## config.mk

```make
export PLATFORM = sky130hd
export DESIGN_NAME = vend_ctrl
export DESIGN_NICKNAME = d
export VERILOG_FILES = /design/src/rtl/vend_ctrl.sv
export SDC_FILE = /design/constraint.sdc
export NUM_CORES = 1
export LEC_CHECK = 0
export ABC_AREA = 0
export ABC_CLOCK_PERIOD_IN_PS = 3700
export CORE_MARGIN = 3
export CORE_UTILIZATION = 55
export CTS_CLUSTER_SIZE = 20
export DETAILED_ROUTE_END_ITERATION = 10
export PLACE_DENSITY = 0.88
export RECOVER_POWER = 100
export SYNTH_ARGS = -nofsm -noshare
export SYNTH_HDL_FRONTEND = slang
export SYNTH_SLANG_ARGS = --single-unit
```

## constraint.sdc

```tcl
create_clock -name clk -period 3.7 [get_ports clk]
set_clock_uncertainty 0.1 [all_clocks]
set_input_delay 0.74 -clock clk [delete_from_list [all_inputs] [get_ports clk]]
set_output_delay 0.74 -clock clk [all_outputs]
set_load 0.005 [all_outputs]
```

## src/rtl/vend_ctrl.sv

```systemverilog
// Vending machine sequencing controller: accumulates coin credit, runs the
// purchase/refund flow, handshakes with the dispenser and pays change in 5-cent units.
module vend_ctrl #(
  parameter int PRICE        = 75,
  parameter int MAX_CREDIT   = 200,
  parameter int CREDIT_W     = 8,
  parameter int DISP_TIMEOUT = 15
) (
  input  logic                clk,
  input  logic                rst,
  input  logic                coin,
  input  logic [1:0]          coin_val,
  input  logic                select,
  input  logic                cancel,
  input  logic                disp_ack,
  output logic                disp_req,
  output logic                change_pulse,
  output logic                coin_reject,
  output logic                fault,
  output logic [CREDIT_W-1:0] credit,
  output logic [2:0]          state
);

  typedef enum logic [2:0] {
    IDLE     = 3'd0,
    ACCEPT   = 3'd1,
    CHECK    = 3'd2,
    DISPENSE = 3'd3,
    CHANGE   = 3'd4
  } state_t;

  localparam int TW = $clog2(DISP_TIMEOUT + 1);
  localparam logic [CREDIT_W-1:0] PRICE_C  = CREDIT_W'(PRICE);
  localparam logic [CREDIT_W-1:0] UNIT_C   = CREDIT_W'(5);
  localparam logic [CREDIT_W:0]   MAX_C    = (CREDIT_W + 1)'(MAX_CREDIT);
  localparam logic [TW-1:0]       TMO_LAST = TW'(DISP_TIMEOUT - 1);

  state_t              st;
  logic [TW-1:0]       wait_cnt;
  logic [CREDIT_W-1:0] coin_cents;
  logic [CREDIT_W:0]   coin_sum;
  logic                coin_ok;

  always_comb begin
    coin_cents = '0;
    case (coin_val)
      2'b00:   coin_cents = CREDIT_W'(5);
      2'b01:   coin_cents = CREDIT_W'(10);
      2'b10:   coin_cents = CREDIT_W'(25);
      default: coin_cents = '0;
    endcase
    // One extra bit so a sum past the ceiling cannot wrap back under it
    coin_sum = {1'b0, credit} + {1'b0, coin_cents};
    coin_ok  = coin && (coin_val != 2'b11) && (coin_sum <= MAX_C);
  end

  assign state = st;

  always_ff @(posedge clk) begin
    if (!rst) begin
      st           <= IDLE;
      credit       <= '0;
      disp_req     <= 1'b0;
      change_pulse <= 1'b0;
      coin_reject  <= 1'b0;
      fault        <= 1'b0;
      wait_cnt     <= '0;
    end else begin
      // Any coin is refused unless a branch below explicitly takes it
      coin_reject  <= coin;
      change_pulse <= 1'b0;
      fault        <= 1'b0;
      disp_req     <= 1'b0;
      case (st)
        IDLE: begin
          if (coin_ok) begin
            credit      <= coin_sum[CREDIT_W-1:0];
            coin_reject <= 1'b0;
            st          <= ACCEPT;
          end
        end
        ACCEPT: begin
          if (cancel) begin
            st <= CHANGE;
          end else if (select) begin
            st <= CHECK;
          end else if (coin_ok) begin
            credit      <= coin_sum[CREDIT_W-1:0];
            coin_reject <= 1'b0;
          end
        end
        CHECK: begin
          if (credit >= PRICE_C) begin
            credit   <= credit - PRICE_C;
            disp_req <= 1'b1;
            st       <= DISPENSE;
          end else begin
            st <= ACCEPT;
          end
        end
        DISPENSE: begin
          if (disp_ack) begin
            wait_cnt <= '0;
            st       <= (credit != '0) ? CHANGE : IDLE;
          end else if (wait_cnt == TMO_LAST) begin
            // Dispenser never answered: give the price back and refund everything
            wait_cnt <= '0;
            credit   <= credit + PRICE_C;
            fault    <= 1'b1;
            st       <= CHANGE;
          end else begin
            wait_cnt <= wait_cnt + 1'b1;
            disp_req <= 1'b1;
          end
        end
        CHANGE: begin
          if (credit >= UNIT_C) begin
            change_pulse <= 1'b1;
            credit       <= credit - UNIT_C;
          end else begin
            st <= IDLE;
          end
        end
        default: begin
          st       <= IDLE;
          credit   <= '0;
          wait_cnt <= '0;
        end
      endcase
    end
  end

endmodule

```

* Word-level counts from Yosys, hierarchy flattened
Cells that the tools add are included.
** Storage, ports and cells
- Register bits after elaboration :: 19
- Input port bits :: 8
- Output and inout bits :: 15
- Word-level logic and storage cells :: 76
** Operators by class
- Add/subtract/negate cells :: 5
- Magnitude comparators :: 3
- Equality and inequality tests :: 18
- Multiplexer cells :: 31
- Bitwise operators :: 2
- Reductions and logical operators :: 10
** Operator list (count)
- 8-bit 2-to-1 mux :: 7
- 8-bit one-hot mux with 5 select lines :: 1
- 3-bit 2-to-1 mux :: 7
- 2-bit != test, second input constant :: 9
- 3-bit one-hot mux with 5 select lines :: 1
- 5-bit one-hot mux with 3 select lines :: 1
- 8-bit by 8-bit adder with 9-bit output :: 1
- 9-bit by 8-bit <= comparator with 1-bit output, second input constant :: 1
- 8-bit by 7-bit adder with 8-bit output, second input constant :: 1
- 8-bit by 3-bit >= comparator with 1-bit output, second input constant :: 1
- 8-bit by 7-bit >= comparator with 1-bit output, second input constant :: 1
- 1-bit 2-to-1 mux :: 8
- 4-bit 2-to-1 mux :: 2
- 4-bit one-hot mux with 2 select lines :: 1
- 8-bit nonzero test :: 1
- 8-bit by 3-bit subtractor with 8-bit output, second input constant :: 1
- 8-bit by 7-bit subtractor with 8-bit output, second input constant :: 1
- 3-bit by 2-bit equality test with 1-bit output, second input constant :: 2
- 3-bit != test, second input constant :: 2
- 6-bit AND reduction :: 1
- 4-bit by 1-bit adder with 4-bit output, second input constant :: 1
- 4-bit equality test, second input constant :: 1
- 1-bit one-hot mux with 2 select lines :: 2
- 4-bit AND reduction :: 1
- other kinds (12) :: 14

* Logic depth before layout (Yosys ltp)
- Depth in word-level cells :: 9
- Depth in mapped cells :: 13
- Mapped depth without buffers :: 12

* Least setup slack after synthesis
OpenSTA, ideal clock, no wires.
- Kind :: input port to flip-flop
- From :: input port coin_val[0]
- To :: register credit[1]
- Library setup time :: 0.079 ns
- Data arrival time :: 3.258 ns
- Required time :: 3.521 ns
- Setup slack :: 0.262 ns
- Stages :: 13
- Path buffers :: 1
- Cell sequence :: inv_1 > ha_1 > nor2_1 > nor2_1 > ha_1 > fa_1 > a211o_1 > a31oi_1 > o311ai_1 > a2111o_1 > a21o_1 > buf_6 > a211oi_2
** On the way
- Cells in the longest elaborated chain, start to end :: 9
- Elaborated cells on any way between the ends :: 13
- Classes of those cells :: 1 x add/sub; 1 x order compare; 3 x eq/ne; 5 x mux; 3 x reduce/logical
** RTL lines
- start: declaration :: RTL line 12 : input logic [1:0] coin_val,
- 2-bit equality test (tied with other cells) :: RTL line 46 : case (coin_val)
- 5-bit one-hot mux with 3 select lines :: RTL line 46
- 8-bit by 8-bit adder with 9-bit output :: RTL line 53 : coin_sum = {1'b0, credit} + {1'b0, coin_cents};
- 9-bit by 8-bit <= comparator with 1-bit output :: RTL line 54 : coin_ok = coin && (coin_val != 2'b11) && (coin_sum <= MAX_C);
- 1-bit logical AND :: RTL line 54
- 8-bit 2-to-1 mux (*) :: RTL line 76, 87
- 8-bit 2-to-1 mux :: RTL line 85 : end else if (select) begin
- 8-bit 2-to-1 mux :: RTL line 83 : if (cancel) begin
- 8-bit one-hot mux with 5 select lines (*) :: RTL line 74 : case (st)
- end signal: assignment :: RTL line 77 : credit <= coin_sum[CREDIT_W-1:0];
- end signal: assignment :: RTL line 88 : credit <= coin_sum[CREDIT_W-1:0];
- end signal: assignment :: RTL line 94 : credit <= credit - PRICE_C;
- end: declaration :: RTL line 20 : output logic [CREDIT_W-1:0] credit,
Mark *: on every way between the ends. The rest lies on a longest branch, timed or not. The select of a mux whose other input is x is not followed.
A chain may end at the register's enable or synchronous reset.

* Final worst setup path
- From :: input port coin_val[1]
- To :: register credit[7]
Same word-level chain as after synthesis.

==> metrics <==
Seq pwr share=32.4%; IO Port Bufs=22; Synth area leader=dfxtp_1; max frequency=297.4 MHz; Crit path required time=3.83 ns; final setup fails=0; WL per Instance=16.57 µm; post-synth cell types=55; RSZ-0062 raised after global routing=no; CTS tree=built; diodes inserted=0; H-tree Lvls=1; Starting Density=60.23%; Cells after Synth=260; initial antenna violation count=0; switch share=44.27%; total CTS buffers=3; fin. max-slew vios=0; drt drc=0; sequential share of the synthesized area=19.71%; nature of the critical path endpoint=flop; Core Util, Final=73.67%; Nets=318; layout cells sized above 1=14.04%; Syn Area/Cell=7.421 µm²; Worst EP arrival=3.49 ns; drt pass-1 iters=6; hold crit path type=flop to flop; CP Max Fanout=8; endpoints failing hold=0; internal power=0.0005331 W; prevailing post-synth register cell=dfxtp_1; buffer depth of the longest clock path=2; Vias/cell=6.470; Area growth, synth to finish=22.31%; Synthesis Warnings=0; max-cap check violation count=0; full die area=4254 µm²; # rows=20; Worst VDD drop=190.7 µV; Hold-fix buffers, CTS=0; placer's final routability congestion estimate=0.9573; EDFF count, synth=0; starting DRC count in detailed routing=224; Slew Limit Headroom=51.60%; Sink Count=19; Mapped Nets=285; Ports=23; Clock transition at path regs=0.12 ns; R2R Setup Slk=0.84 ns; shortest period the worst path allows=3.362 ns; final WL=5568 µm; via count=2,174; Die X=65.23 µm; status=complete, no violations; Psw=0.0004234 W; setup TNS=0 ns; Core ar.=3203 µm²; Routed Antenna Nets=0; first-pass GRT wire length=9032 µm; synth top area cells=dfxtp_1 20%, ha_1 10%, nand2_1 4.9%; Pwr per Cell Area=405.3 nW/µm²; Final period util=90.87%; clk_lat worst skew=0.30 ns; DPL Wire Length=4066 µm; Lkg Pwr=1.037 nW; crit start category=input pin; number of global-route vias before repair=1,926; Worst-Margin Slew=0.7261 ns; Clk pwr share=11.4%; CTS root buffer=clkbuf_4; Comb pwr share=56.1%; Die Span Y=65.23 µm; largest net degree at the start of global routing=24; crit path kind=input pin to flop; gr ovfl total=0; area of the mapped netlist=1929 µm²; filler cell count=247; GRT Util Overall=26.58%; ys async rst share=0%; FF+latch count, synth=19; Yosys top cell area share=19.71%
path summary, 6_finish.rpt:
path / to / start / cells past startpoint
worst max-delay path: credit[7]$_SDFFE_PN0P_ / coin_val[1] / 14
worst min-delay path: wait_cnt[3]$_SDFFE_PN0N_ / wait_cnt[3]$_SDFFE_PN0N_ / 2
worst max register to register: credit[7]$_SDFFE_PN0P_ / credit[0]$_SDFFE_PN0P_ / 9
worst min register to register: wait_cnt[3]$_SDFFE_PN0N_ / wait_cnt[3]$_SDFFE_PN0N_ / 2
timing repair:
item	CTS	global route
resized for setup	3	11
buffers inserted	0	2
setup endpoints to repair	8	8
pin swaps	1	4
state kept, by name, indices dropped and copies added (netlist names):
| name | flops |
|---|---|
| credit | 8 |
| wait_cnt | 4 |
| state | 3 |
| change_pulse | 1 |
| coin_reject | 1 |
| disp_req | 1 |
| fault | 1 |
per-layer routing:
metal | wire [µm] | track usage, %
met4 | 194 | 9.585
met3 | 521 | 3.077
met5 | 0 | 0
met1 | 2218 | 36.32
met2 | 2634 | 42.98
logic make-up (layout without fill, tap and decap cells):
group / Yosys count / count (layout) / synth area share [%]
AND/OR/NAND/NOR: 94 / 94 / 24.19
AO/OA/AOI/OAI: 79 / 79 / 28.21
buffers and inverters: 32 / 64 / 6.679
flip-flops: 19 / 19 / 19.71
adder cells (fa/ha/maj): 17 / 17 / 11.41
XOR/XNOR: 11 / 11 / 4.993
multiplexers: 8 / 8 / 4.799
power groups by stage:
stage               combinational (W)  clock (W)  sequential (W)
floorplan                    0.000365          0        0.000261
global placement             0.000496          0        0.000310
detailed placement           0.000515          0        0.000311
CTS                          0.000526   0.000111        0.000306
global route                 0.000588   0.000123        0.000318
finish                       0.000537   0.000109        0.000310
area by class of cell:
type                    instances  area (µm²)  share of cell area, %
clock inverters                 1       5.005                 0.2121
multi-input cells             209        1446                  61.29
clock buffers                   3       22.52                 0.9544
inverters                      13       48.80                  2.068
well taps                      44       55.05                  2.333
repair buffers                 47       401.6                  17.02
flip-flops and latches         19       380.4                  16.12
cell usage after synthesis, types with 7 or more instances:
library cell / number
nor3_1: 9
a21oi_1: 15
nand2_1: 25
dfxtp_1: 19
nand2b_1: 7
inv_1: 13
xnor2_1: 7
o21ai_0: 12
mux2i_1: 7
ha_1: 16
clkbuf_1: 15
nor2_1: 25
worst max-delay path, stage by stage:
cell and delay, ns:
dlymetal6s2s_1 0.14, buf_4 0.15, ha_1 0.17, nor2_1 0.08
nor2_1 0.05, ha_2 0.18, fa_2 0.35, buf_4 0.15
xor2_1 0.16, or3_1 0.31, a32oi_1 0.28, a21oi_1 0.18
a21o_4 0.30, a211oi_1 0.22
placed cells by master, fill, tap and decap left out, drive strengths merged, types with 6 or more instances in the layout:
cell / n
clkbuf: 7
dfxtp: 19
nand2b: 7
nand2: 25
a211oi: 8
dlygate4sd3: 14
a31oi: 6
mux2i: 7
a21oi: 15
inv: 13
ha: 16
o21ai: 12
xnor2: 7
o22ai: 6
nor3: 9
buf: 21
nor2: 25
clkdlybuf4s50: 6
per-stage QoR:
stage | instance area (µm²) | cells | hold WS (ns) | total power [W] | worst slack (ns)
floorplan | 1929 | 260 | 0.3716 | 0.0006261 | 0.2622
global placement | 2297 | 330 | 0.3958 | 0.0008059 | -0.2711
detailed placement | 2297 | 330 | 0.4064 | 0.0008259 | -0.3947
CTS | 2340 | 334 | 0.4359 | 0.0009440 | 0.01600
global route | 2360 | 336 | 0.4806 | 0.001029 | 0.1685
finish | 2360 | 336 | 0.4283 | 0.0009565 | 0.3378
Note: power is estimated with default switching activity, not from simulation.
